--- config.mk ---
export PLATFORM = sky130hd
export DESIGN_NAME = lcm_seq
export DESIGN_NICKNAME = d
export VERILOG_FILES = /design/src/rtl/lcm_pkg.sv /design/src/rtl/lcm_seq_divider.sv /design/src/rtl/lcm_seq.sv
export SDC_FILE = /design/constraint.sdc
export NUM_CORES = 1
export LEC_CHECK = 0
export ABC_CLOCK_PERIOD_IN_PS = 5100
export CORE_ASPECT_RATIO = 0.9
export CORE_MARGIN = 2
export CORE_UTILIZATION = 40
export DETAILED_ROUTE_END_ITERATION = 12
export PLACE_DENSITY = 0.7
export SETUP_SLACK_MARGIN = 0.4
export SLEW_MARGIN = 20
export SYNTH_ARGS = -nofsm -noshare
export SYNTH_HDL_FRONTEND = slang
export SYNTH_HIERARCHICAL = 1
export SYNTH_SLANG_ARGS = --single-unit
--- constraint.sdc ---
create_clock -name clk -period 5.1 [get_ports clk]
set_input_delay 1.53 -clock clk [delete_from_list [all_inputs] [get_ports clk]]
set_output_delay 1.53 -clock clk [all_outputs]
set_load 0.02 [all_outputs]
--- src/rtl/lcm_pkg.sv ---
// Shared types and constants for the sequential LCM stage.
// Default operand width and the iteration counts of each phase.
package lcm_pkg;

    typedef enum logic [1:0] {
        IDLE,
        MUL,
        DIV,
        DONE
    } state_t;

    localparam int LCM_WIDTH = 8;
    localparam int MUL_ITERS = LCM_WIDTH;
    localparam int DIV_ITERS = 2 * LCM_WIDTH;

endpackage

--- src/rtl/lcm_seq_divider.sv ---
// Restoring divider: 2*WIDTH-bit dividend by WIDTH-bit divisor.
// start loads and runs the first step; done marks the last step.
module seq_divider #(
    parameter int WIDTH = 8
) (
    input  logic               clk,
    input  logic               rst,
    input  logic               start,
    input  logic [2*WIDTH-1:0] dividend,
    input  logic [WIDTH-1:0]   divisor,
    output logic               done,
    output logic [2*WIDTH-1:0] quo
);

    localparam int ITERS = 2 * WIDTH;
    localparam int CW    = $clog2(ITERS + 1);

    logic               busy;
    logic [CW-1:0]      cnt;
    logic [2*WIDTH-1:0] qr;
    logic [WIDTH:0]     rem;
    logic [WIDTH-1:0]   dvs;

    logic [2*WIDTH-1:0] src_q;
    logic [WIDTH:0]     src_r;
    logic [WIDTH-1:0]   src_d;
    logic [CW-1:0]      itr;
    logic [WIDTH:0]     sh;
    logic [WIDTH+1:0]   diff;
    logic               ge;
    logic [WIDTH:0]     rem_nxt;

    // One restoring step; on start the step works on the fresh operands.
    always_comb begin
        src_q   = start ? dividend : qr;
        src_r   = start ? '0 : rem;
        src_d   = start ? divisor : dvs;
        itr     = start ? '0 : cnt;
        sh      = {src_r[WIDTH-1:0], src_q[2*WIDTH-1]};
        diff    = {1'b0, sh} - {2'b00, src_d};
        // Partial remainder stays below the divisor, so bit WIDTH is 0.
        ge      = src_r[WIDTH] | ~diff[WIDTH+1];
        rem_nxt = ge ? diff[WIDTH:0] : sh;
        quo     = {src_q[2*WIDTH-2:0], ge};
        done    = (start | busy) & (itr == CW'(ITERS - 1));
    end

    // Iteration state: quotient/dividend shift register, remainder, count.
    always_ff @(posedge clk or posedge rst) begin
        if (rst) begin
            busy <= 1'b0;
            cnt  <= '0;
            qr   <= '0;
            rem  <= '0;
            dvs  <= '0;
        end else if (start | busy) begin
            qr   <= quo;
            rem  <= rem_nxt;
            dvs  <= src_d;
            cnt  <= itr + CW'(1);
            busy <= ~done;
        end
    end

endmodule

--- src/rtl/lcm_seq.sv ---
// Sequential LCM: shift-add a*b, then restoring divide by g.
// Results leave over a valid/ready handshake; inputs stall, never drop.
module lcm_seq
    import lcm_pkg::*;
#(
    parameter int WIDTH = LCM_WIDTH
) (
    input  logic               clk,
    input  logic               rst,
    input  logic               in_valid,
    output logic               in_ready,
    input  logic [WIDTH-1:0]   a,
    input  logic [WIDTH-1:0]   b,
    input  logic [WIDTH-1:0]   g,
    output logic               out_valid,
    input  logic               out_ready,
    output logic [2*WIDTH-1:0] lcm,
    output logic               err
);

    localparam int NMUL = WIDTH;
    localparam int CW   = $clog2(WIDTH + 1);

    state_t state, state_nxt;

    logic [2*WIDTH-1:0] mcand;
    logic [2*WIDTH-1:0] prod;
    logic [WIDTH-1:0]   mplier;
    logic [WIDTH-1:0]   g_r;
    logic [CW-1:0]      cnt;
    logic               hold;

    logic               short_path;
    logic               mul_last;
    logic               div_start;
    logic               div_done;
    logic [2*WIDTH-1:0] div_q;

    // Handshake outputs and phase decodes.
    always_comb begin
        in_ready   = (state == IDLE);
        out_valid  = (state == DONE) & ~hold;
        short_path = (a == '0) | (b == '0) | (g == '0);
        mul_last   = (cnt == CW'(NMUL - 1));
        div_start  = (state == DIV) & (cnt == '0);
    end

    // State register.
    always_ff @(posedge clk or posedge rst) begin
        if (rst) state <= IDLE;
        else     state <= state_nxt;
    end

    // Next-state logic.
    always_comb begin
        state_nxt = state;
        unique case (state)
            IDLE: if (in_valid) state_nxt = short_path ? DONE : MUL;
            MUL:  if (mul_last) state_nxt = DIV;
            DIV:  if (div_done) state_nxt = DONE;
            DONE: if (out_valid && out_ready) state_nxt = IDLE;
            default: state_nxt = IDLE;
        endcase
    end

    // Datapath: operand capture, shift-add multiply, result capture.
    always_ff @(posedge clk or posedge rst) begin
        if (rst) begin
            mcand  <= '0;
            prod   <= '0;
            mplier <= '0;
            g_r    <= '0;
            cnt    <= '0;
            hold   <= 1'b0;
            lcm    <= '0;
            err    <= 1'b0;
        end else begin
            hold <= 1'b0;
            unique case (state)
                IDLE: if (in_valid) begin
                    mcand  <= {{WIDTH{1'b0}}, a};
                    mplier <= b;
                    g_r    <= g;
                    prod   <= '0;
                    cnt    <= '0;
                    if (short_path) begin
                        // Present short-circuit results one cycle later.
                        lcm  <= '0;
                        err  <= (a != '0) && (b != '0);
                        hold <= 1'b1;
                    end
                end
                MUL: begin
                    if (mplier[0]) prod <= prod + mcand;
                    mcand  <= mcand << 1;
                    mplier <= mplier >> 1;
                    cnt    <= mul_last ? '0 : cnt + CW'(1);
                end
                DIV: begin
                    cnt <= CW'(1);
                    if (div_done) begin
                        lcm <= div_q;
                        err <= 1'b0;
                    end
                end
                DONE: ;
                default: ;
            endcase
        end
    end

    seq_divider #(
        .WIDTH(WIDTH)
    ) u_div (
        .clk      (clk),
        .rst      (rst),
        .start    (div_start),
        .dividend (prod),
        .divisor  (g_r),
        .done     (div_done),
        .quo      (div_q)
    );

endmodule

==> results of run 1 <==
## tightest hold or removal path, delay by kind of cell, from the launching register on
kind | cells | cell delay, ns
compound gates | 1 | 0.06
flops | 1 | 0.35
simple gates | 1 | 0.05
## state kept, by name (all words and copies together), names as in the netlist, 8 cells and up
| name | count |
|---|---|
| u_div/rem | 9 |
| u_div/dvs | 8 |
| lcm | 16 |
| mcand | 16 |
| u_div/qr | 16 |
| mplier | 8 |
| g_r | 8 |
| prod | 16 |
## cell families (layout without fill, tap and decap cells)
family,Yosys count,after routing,synth area share [%]
buffers and inverters,57,100,3.83
flip-flops,111,111,45.7
XOR/XNOR,19,19,2.74
AO/OA/AOI/OAI,146,146,17.9
multiplexers,48,48,8.48
AND/OR/NAND/NOR,194,194,14.4
adder cells (fa/ha/maj),33,33,7.04
## placed cells by master, fill, tap and decap left out, types with 9 or more instances in the layout
cell type | netlist | layout
dfrtp_1 | 111 | 111
nand2_1 | 71 | 71
nor2_1 | 64 | 64
clkdlybuf4s50_1 | 0 | 46
o21ai_0 | 44 | 43
ha_1 | 31 | 31
inv_1 | 31 | 30
mux2_2 | 28 | 28
a22o_1 | 25 | 25
mux2i_1 | 20 | 20
a21oi_1 | 16 | 16
nor2b_1 | 12 | 12
nand3_1 | 10 | 10
xnor2_1 | 10 | 10
xor2_1 | 9 | 9
clkbuf_16 | 0 | 9
## report_power, final
group,leakage [nW],internal [mW],total (mW),switching (mW)
sequential,1.40,1.27,1.54,0.267
clock,0.139,0.382,0.710,0.328
combinational,1.68,1.20,2.81,1.60
## layout make-up
type	instances	area, sq um
fill	1346	7730
multi-input combinational	440	3080
sequential	111	2780
timing repair buffer	53	513
tap	198	248
clock buffer	9	225
inverter	32	120
clock inverter	6	70.1
## layer usage
| metal | vias up | GRT usage, % | routed length, microns |
|---|---|---|---|
| li1 | 2219 | - | - |
| met1 | 2223 | 24.5 | 6530 |
| met2 | 106 | 28.5 | 6380 |
| met3 | 26 | 3.47 | 660 |
| met4 | 0 | 7.18 | 377 |
| met5 | - | 0 | 0 |
## worst max-delay path by stage
stage / to / depth (start not counted) / from
CTS: u_div/rem[2]$_DFFE_PP0P_ / 14 / state[0]$_DFFE_PP0P_
global placement: lcm[10]$_DFFE_PP0P_ / 6 / a[4]
global route: u_div/rem[2]$_DFFE_PP0P_ / 14 / state[0]$_DFFE_PP0P_
detailed placement: lcm[13]$_DFFE_PP0P_ / 6 / a[4]
floorplan: lcm[0]$_DFFE_PP0P_ / 15 / state[0]$_DFFE_PP0P_
finish: u_div/rem[0]$_DFFE_PP0P_ / 13 / state[0]$_DFFE_PP0P_
## metrics by stage
stage                     hold WS (ns)  cell area, sq um  cells
after floorplan                  0.450              6080    608
after global placement           0.465              6740    834
after detailed placement         0.475              6740    834
after CTS                        0.493              7030    849
after global routing             0.517              7030    849
final                            0.487              7030    849
==> flow_summary.json, run 1 <==
{
  "tritoncts": "built",
  "post-place-ws_ns": 1.48,
  "worstHoldStart": "mplier[4]$_DFFE_PP0P_",
  "crit_chain": "inv_1 > ha_1 > nand2_1 > nor3_2 > buf_4 > clkinv_1 > nand2_1 > inv_1 > ha_1 > a21o_1 > a21oi_1 > nand2_4 > a311oi_2",
  "slew_headroom_pct": 33.3,
  "ioPinCount": 47,
  "rows": 42,
  "dp_hpwl_mm": 9.93,
  "synth_flop_cell": "dfrtp_1",
  "dieArea_sq_um": 16200,
  "syn_area_sq_um": 6080,
  "cts_buffers": 9,
  "setup_viol": 0,
  "synth_edf_count": 0,
  "grt_util_all_layers_pct": 18.1,
  "whs_endpoint": "mplier[4]$_DFFE_PP0P_",
  "clk_latency_ns": 0.35,
  "dr_total_vias": 4574,
  "finish.net_count": 708,
  "cp.required_ns": 5.35,
  "die_x_microns": 134,
  "ant_nets": 0,
  "async_reset_ff_share_pct": 100,
  "h-tree-depth": 3,
  "min_period_ns": 3.69,
  "yosysUniqueCellTypes": 63,
  "syn_to_final_growth_pct": 15.7,
  "layout-drive-gt1-share_pct": 11.5,
  "diodes": 0,
  "drv_cap": 0,
  "r2r_end": "u_div/rem[0]$_DFFE_PP0P_",
  "finalCritPeriodShare_pct": 72.4,
  "power_mw": 5.06,
  "cts.path.max_buffers": 2,
  "critPathMaxStageDelay_ns": 0.50,
  "p_per_area_nw_per_um2": 719,
  "gp_congestion": 0.868,
  "yosysWarnings": 6,
  "critPathSlowestCell": "a21oi_1",
  "hold_path_class": "reg -> reg",
  "drt_iter0_drc": 305,
  "rsz0062_at_grt": "false",
  "rr_worst_depth": 13,
  "critPathArrivalTime_ns": 3.94,
  "path_max_fanout": 39,
  "avgSynthCellArea_sq_um": 10.0,
  "ys_seq_area_share_pct": 45.7,
  "cp_num_buf_inv": 4,
  "core_sq_um": 14800,
  "yosys.area.top_type": "dfrtp_1",
  "grt_max_degree": 40,
  "hold_depth": 2,
  "slew_viol_final": 0,
  "grt_pass1_wl_mm": 23.5,
  "postLayoutCoreUtil_pct": 47.6,
  "grt_overflow_total": 0,
  "start_util_pct": 41.2,
  "worstReg2RegStart": "state[0]$_DFFE_PP0P_",
  "grt_antenna_before_repair": 0,
  "outcome": "completed",
  "drc_errors": 0,
  "worst_pin_slew_ns": 0.999,
  "clkTransAtPathRegs_ns": 0.08,
  "first_pass_iters": 4,
  "yosysMostFrequentCell": "dfrtp_1",
  "crit_path_end_kind": "flop",
  "worst_slack_ns": 1.41,
  "cp-start-kind": "flop",
  "cts_resized": 0,
  "peakVddDrop_v": 0.000265,
  "routedWlPerCell_microns": 16.4,
  "io_buffers": 46,
  "post_cts_buffers": 0,
  "synth_area_leaders": "dfrtp_1 (46%), ha_1 (6.4%), mux2_2 (5.2%), nand2_1 (4.4%), nor2_1 (4.0%)",
  "p_leak_nw": 3.22,
  "cts_sinks": 111,
  "rrSetupSlack_ns": 1.41,
  "tns_ns": 0,
  "synth-seq-cells": 111,
  "fin_skew_ns": 0.00851,
  "cts_hold_buf": 0,
  "cp_top_family": "buffers and inverters",
  "synthTopCellsByCount": "dfrtp_1 (111), nand2_1 (71), nor2_1 (64)",
  "hold_viol": 0,
  "first_global_vias": 4631,
  "root_buffer": "clkbuf_16",
  "avgViaCountPerCell": 5.39,
  "critPathKind": "reg -> reg",
  "chipHeight_microns": 121,
  "yosysTopAreaCellShare_pct": 45.7,
  "syn_inst": 608,
  "totalWireLength_mm": 14.0,
  "fmax_mhz": 271,
  "syn_nets": 669
}
Power figures use the tool's default switching activity.
==> run 2: changes to the inputs <==
ABC_CLOCK_PERIOD_IN_PS = 3400   (was 5100)
clock period = 3.4 ns   (was 5.1 ns; I/O delays follow)
==> run 2 against run 1 <==
Net effect: register-to-register slack got worse by 1.0 ns; die area did not move; clock skew increased by 0.0018 ns; critical path type unchanged; sequential share of layout area is 2.6 points lower; maximum frequency increased by 22%; via count grew 3.2%; routed wire length up 2.6%.
==> flow_summary.json, run 2 (synthesis gave the netlist of run 1 again) <==
{
  "tritoncts": "built",
  "worst_pin_slew_ns": 0.648,
  "clk_latency_ns": 0.36,
  "worst_slack_ns": 0.383,
  "critPathArrivalTime_ns": 3.28,
  "rows": 42,
  "diodes": 0,
  "hold_viol": 0,
  "p_leak_nw": 3.41,
  "core_sq_um": 14800,
  "drc_errors": 0,
  "pwr-share-clk_pct": 14.4,
  "totalWireLength_mm": 14.3,
  "io_buffers": 46,
  "drv_cap": 0,
  "rsz0062_at_grt": "true",
  "chipHeight_microns": 121,
  "outcome": "completed",
  "start_util_pct": 41.2,
  "switchingPower_mw": 3.56,
  "grt_antenna_before_repair": 0,
  "fin_skew_ns": 0.0103,
  "gp_congestion": 0.928,
  "ant_nets": 0,
  "path_max_fanout": 6,
  "setup_viol": 0,
  "critPathSlowestCell": "dfrtp_1",
  "cts_sinks": 111,
  "critPathMaxStageDelay_ns": 0.41,
  "final_common_cell": "dfrtp_1",
  "h-tree-depth": 3,
  "die_x_microns": 134,
  "dp_hpwl_mm": 9.94,
  "cp-start-kind": "flop",
  "combPwrFrac_pct": 58.4,
  "pwr-share-seq_pct": 27.3,
  "cp.required_ns": 3.66,
  "cts_buffers": 9,
  "grt_max_degree": 40,
  "avgViaCountPerCell": 5.42,
  "dr_total_vias": 4719,
  "grt_pass1_wl_mm": 23.1,
  "finish.net_count": 728,
  "cts.path.max_buffers": 2,
  "grt_overflow_total": 0,
  "first_global_vias": 4523,
  "most-common-layout-cells": "dfrtp_1 (111), nand2_1 (68), nor2_1 (64)",
  "min_period_ns": 3.02,
  "grt_util_all_layers_pct": 18.0,
  "ioPinCount": 47,
  "layout-drive-gt1-share_pct": 18.6,
  "tns_ns": 0,
  "drt_iter0_drc": 316,
  "dieArea_sq_um": 16200,
  "slew_headroom_pct": 56.7,
  "hold_path_class": "reg -> reg",
  "root_buffer": "clkbuf_16",
  "intPower_mw": 4.97,
  "crit_chain": "inv_2 > ha_4 > nand2_4 > nor3_4 > buf_6 > buf_12 > mux2_4 > ha_4 > fa_2 > nor2b_2 > o31a_1 > o21a_1 > nor3_2 > o31ai_1",
  "finalCritPeriodShare_pct": 88.7,
  "syn_to_final_growth_pct": 23.8,
  "p_per_area_nw_per_um2": 1130,
  "swShare_pct": 41.7,
  "routedWlPerCell_microns": 16.5,
  "clkTransAtPathRegs_ns": 0.08,
  "critPathKind": "reg -> reg",
  "cts_hold_buf": 0,
  "fmax_mhz": 331,
  "cpMostUsedCell": "ha_4",
  "peakVddDrop_v": 0.000623,
  "first_pass_iters": 4,
  "crit_path_end_kind": "flop",
  "slew_viol_final": 0,
  "post-place-ws_ns": 0.334
}
run 2: cell count changes in the layout (fill, tap and decap cells not counted), moves of 3 or more:
cell | previous run | this run
buf_4 | 7 | 22
mux2i_2 | 0 | 3
nand2_1 | 71 | 68
ha_1 | 31 | 21
ha_4 | 0 | 6
mux2i_1 | 20 | 15
ha_2 | 0 | 4
run 2: worst max-delay path, delay by kind of cell (launching register included):
kind | cells | cell delay, ns
mux | 1 | 0.33
simple gates | 4 | 0.40
compound gates | 3 | 0.65
flops | 1 | 0.41
buf+inv | 3 | 0.39
fa+ha+maj | 3 | 0.74
run 2: area by class of cell:
| type | count | area [sq um] |
|---|---|---|
| Fill cell | 1287 | 7240 |
| Multi-Input combinational cell | 440 | 3300 |
| Sequential cell | 111 | 2780 |
| Timing Repair Buffer | 73 | 737 |
| Tap cell | 198 | 248 |
| Clock buffer | 11 | 243 |
| Inverter | 32 | 121 |
| Clock inverter | 5 | 104 |
run 2: per-layer routing:
metal | vias up | routed length (microns) | GRT usage, %
met3 | 13 | 594 | 3.51
li1 | 2269 | - | -
met4 | 0 | 200 | 5.12
met2 | 116 | 6560 | 27.4
met1 | 2321 | 6960 | 26.0
met5 | - | 0 | 0
run 2: repair_timing:
item | CTS | global route
cloned | 1 | 1
gates resized for setup | 1 | 40
pin swaps | 1 | 15
setup endpoints to repair | 25 | 26
setup buffers | 0 | 13
run 2: power by group through the flow:
| stage | combinational (mW) | sequential [mW] | clock (mW) |
|---|---|---|---|
| after floorplan | 3.26 | 2.26 | 0 |
| after global placement | 4.11 | 2.31 | 0 |
| after detailed placement | 4.22 | 2.32 | 0 |
| after CTS | 4.29 | 2.31 | 1.26 |
| after global routing | 5.44 | 2.40 | 1.32 |
| final | 4.98 | 2.33 | 1.23 |
run 2: final timing paths:
path                                        from                       end  slack [ns]  cells after the start
max                         state[0]$_DFFE_PP0P_  u_div/rem[6]$_DFFE_PP0P_        0.38                     14
min                        mplier[2]$_DFFE_PP0P_     mplier[2]$_DFFE_PP0P_        0.48                      2
max reg2reg                 state[0]$_DFFE_PP0P_  u_div/rem[6]$_DFFE_PP0P_        0.38                     14
min reg2reg                mplier[2]$_DFFE_PP0P_     mplier[2]$_DFFE_PP0P_        0.48                      2
max in group asynchronous                    rst     mplier[2]$_DFFE_PP0P_        1.65                      3
min in group asynchronous                    rst        g_r[5]$_DFFE_PP0P_        1.09                      2
run 2: metrics by stage:
step                hold WS [ns]  area [sq um]  total power [mW]  util [%]  instances
floorplan                  0.450          6120              5.53         -        608
global placement           0.463          6820              6.42      46.2        839
detailed placement         0.470          6820              6.55      46.2        839
CTS                        0.487          7200              7.85      48.8        856
global route               0.518          7530              9.16      51.0        870
finish                     0.484          7530              8.54      51.0        870
==> run 3: changes to the inputs <==
SYNTH_HIERARCHICAL = not set   (was 1)
==> run 3 against run 2 <==
Net effect: clock-buffer cell count decreased by 1; clock skew is 0.0040 ns lower; maximum frequency is 1.6% higher; core utilization shrank 1.8 points; hold slack worse by 0.0059 ns; setup slack better by 0.047 ns; synthesized area rose by 1.8%; first-iteration DRC count is 7.9% higher; sequential cell count unchanged; routed wire length decreased by 1.4%; power fell by 3.8%; combinational power down 4%; largest power group unchanged.
==> flow_summary.json, run 3 <==
{
  "cts.path.max_buffers": 2,
  "dp_hpwl_mm": 9.81,
  "core_sq_um": 15300,
  "critPathKind": "reg -> reg",
  "yosysWarnings": 0,
  "clkTransAtPathRegs_ns": 0.07,
  "die_x_microns": 135,
  "most-common-layout-cells": "nand2_1 (114), dfrtp_1 (111), o21ai_0 (67)",
  "worst_pin_slew_ns": 0.593,
  "setup_viol": 0,
  "routedWlPerCell_microns": 15.6,
  "grt_overflow_total": 0,
  "slew_headroom_pct": 60.5,
  "syn_to_final_growth_pct": 21.4,
  "synth_adder_area_share_pct": 6.71,
  "tns_ns": 0,
  "avgViaCountPerCell": 5.39,
  "synthSimpleGateAreaFrac_pct": 14.5,
  "yosysUniqueCellTypes": 56,
  "clk_latency_ns": 0.35,
  "syn_area_sq_um": 6190,
  "synth_area_leaders": "dfrtp_1 (45%), nand2_1 (7.1%), ha_1 (6.1%), o21ai_0 (5.7%), mux2i_1 (5.2%)",
  "grt_max_degree": 112,
  "async_reset_ff_share_pct": 100,
  "cts_hold_buf": 0,
  "rrSetupSlack_ns": 0.43,
  "grt_util_all_layers_pct": 17.5,
  "rsz0062_at_grt": "true",
  "critPathArrivalTime_ns": 3.25,
  "first_global_vias": 4776,
  "ioPinCount": 47,
  "yosysMostFrequentCell": "nand2_1",
  "final_common_cell": "nand2_1",
  "yosys.area.top_type": "dfrtp_1",
  "slew_viol_final": 0,
  "finish.net_count": 760,
  "first_pass_iters": 5,
  "cts_sinks": 111,
  "cts_buffers": 9,
  "power_mw": 8.21,
  "fmax_mhz": 337,
  "cp.required_ns": 3.68,
  "synthTopCellsByCount": "nand2_1 (117), dfrtp_1 (111), o21ai_0 (71)",
  "h-tree-depth": 3,
  "ant_nets": 0,
  "synth-seq-cells": 111,
  "hold_viol": 0,
  "grt_antenna_before_repair": 0,
  "drt_iter0_drc": 341,
  "path_max_fanout": 7,
  "fin_skew_ns": 0.00629,
  "start_util_pct": 40.5,
  "synth_flop_cell": "dfrtp_1",
  "gp_congestion": 0.851,
  "diodes": 0,
  "peakVddDrop_v": 0.000489,
  "synth_top_family_by_area": "compound AO/OA/AOI/OAI gates",
  "synth_xor_area_share_pct": 2.55,
  "io_buffers": 46,
  "cp-start-kind": "flop",
  "layout-drive-gt1-share_pct": 14.4,
  "finalCritPeriodShare_pct": 87.3,
  "syn_nets": 704,
  "rows": 43,
  "grt_pass1_wl_mm": 23.1,
  "crit_path_end_kind": "flop",
  "root_buffer": "clkbuf_16",
  "avgSynthCellArea_sq_um": 9.61,
  "totalWireLength_mm": 14.1,
  "tritoncts": "built",
  "synthMuxAreaShare_pct": 9.90,
  "drv_cap": 0,
  "dieArea_sq_um": 16500,
  "dr_total_vias": 4864,
  "ys_seq_area_share_pct": 44.9,
  "min_period_ns": 2.97,
  "synth_edf_count": 0,
  "p_leak_nw": 3.46,
  "hold_path_class": "reg -> reg",
  "p_per_area_nw_per_um2": 1090,
  "drc_errors": 0,
  "chipHeight_microns": 122,
  "syn_inst": 644,
  "synth_compound_area_share_pct": 17.9,
  "outcome": "completed",
  "yosysTopAreaCellShare_pct": 44.9
}
## run 3: cell types whose count changed after synthesis, moves of 12 or more
cell / before / now
mux2i_1: 20 / 32
o21ai_0: 44 / 71
nor2_1: 64 / 28
a21oi_1: 16 / 31
nand2_1: 71 / 117
a22o_1: 25 / 11
a21boi_0: 0 / 16
## run 3: kinds of logic after synthesis
group,Yosys count
buffers and inverters,52
multiplexers,56
AO/OA/AOI/OAI,174
XOR/XNOR,18
adder cells (fa/ha/maj),32
AND/OR/NAND/NOR,201
flip-flops,111
## run 3: per-stage QoR
stage / instance area [sq um] / setup slack [ns] / cells / util [%] / hold slack [ns]
after global routing: 7520 / 0.178 / 903 / 49.2 / 0.513
after CTS: 7320 / 0.356 / 897 / 47.9 / 0.476
after detailed placement: 6930 / 0.187 / 876 / 45.3 / 0.462
after global placement: 6930 / 0.236 / 876 / 45.3 / 0.453
after floorplan: 6220 / 0.395 / 644 / - / 0.439
final: 7520 / 0.430 / 903 / 49.2 / 0.478
## run 3: final timing paths
path,cells after the start,end,start
worst max register to register,13,u_div.rem[8]$_DFFE_PP0N_,state[0]$_DFFE_PP0P_
worst min-delay path,2,u_div.dvs[4]$_DFFE_PP0N_,u_div.dvs[4]$_DFFE_PP0N_
min in group asynchronous,3,mplier[5]$_DFFE_PP0P_,rst
worst min register to register,2,u_div.dvs[4]$_DFFE_PP0N_,u_div.dvs[4]$_DFFE_PP0N_
max in group asynchronous,3,lcm[8]$_DFFE_PP0P_,rst
worst max-delay path,13,u_div.rem[8]$_DFFE_PP0N_,state[0]$_DFFE_PP0P_
## run 3: critical path, cell delays in order (launching register included)
cell and delay, ns:
dfrtp_1 0.40, inv_2 0.09, ha_4 0.15, and4bb_4 0.30
mux2i_2 0.26, ha_2 0.23, fa_2 0.23, nor2b_4 0.06
o211ai_1 0.28, a21oi_2 0.14, o41ai_4 0.28, mux2i_1 0.24
a22oi_1 0.09, o21ai_1 0.14
## run 3: layout make-up
type                       count  area [sq um]
timing repair buffer          75           756
sequential                   111          2780
clock buffer                  10           229
multi-input combinational    481          3360
tap                          202           253
fill                        1392          7760
inverter                      22          86.3
clock inverter                 2          60.1
## run 3: routing by layer
metal / part of all wire, % / wire [microns] / track usage, %
met5: 0 / 0 / 0
met2: 48 / 6800 / 29.6
met4: 1.2 / 164 / 4.49
met3: 3.9 / 546 / 4.20
met1: 47 / 6610 / 22.7
## run 3: power by group
part           leakage (nW)  switching (mW)  internal, mW  total (mW)
sequential             1.43           0.433          1.90        2.33
combinational          1.90            2.61          2.18        4.79
clock                 0.140           0.450         0.630        1.08
## run 3: repair_timing
action | 4_1_cts | 5_1_grt
pin swaps | 11 | 13
resized for setup | 11 | 27
setup endpoints to repair | 26 | 25
buffers inserted | 9 | 3
gates cloned | 0 | 3
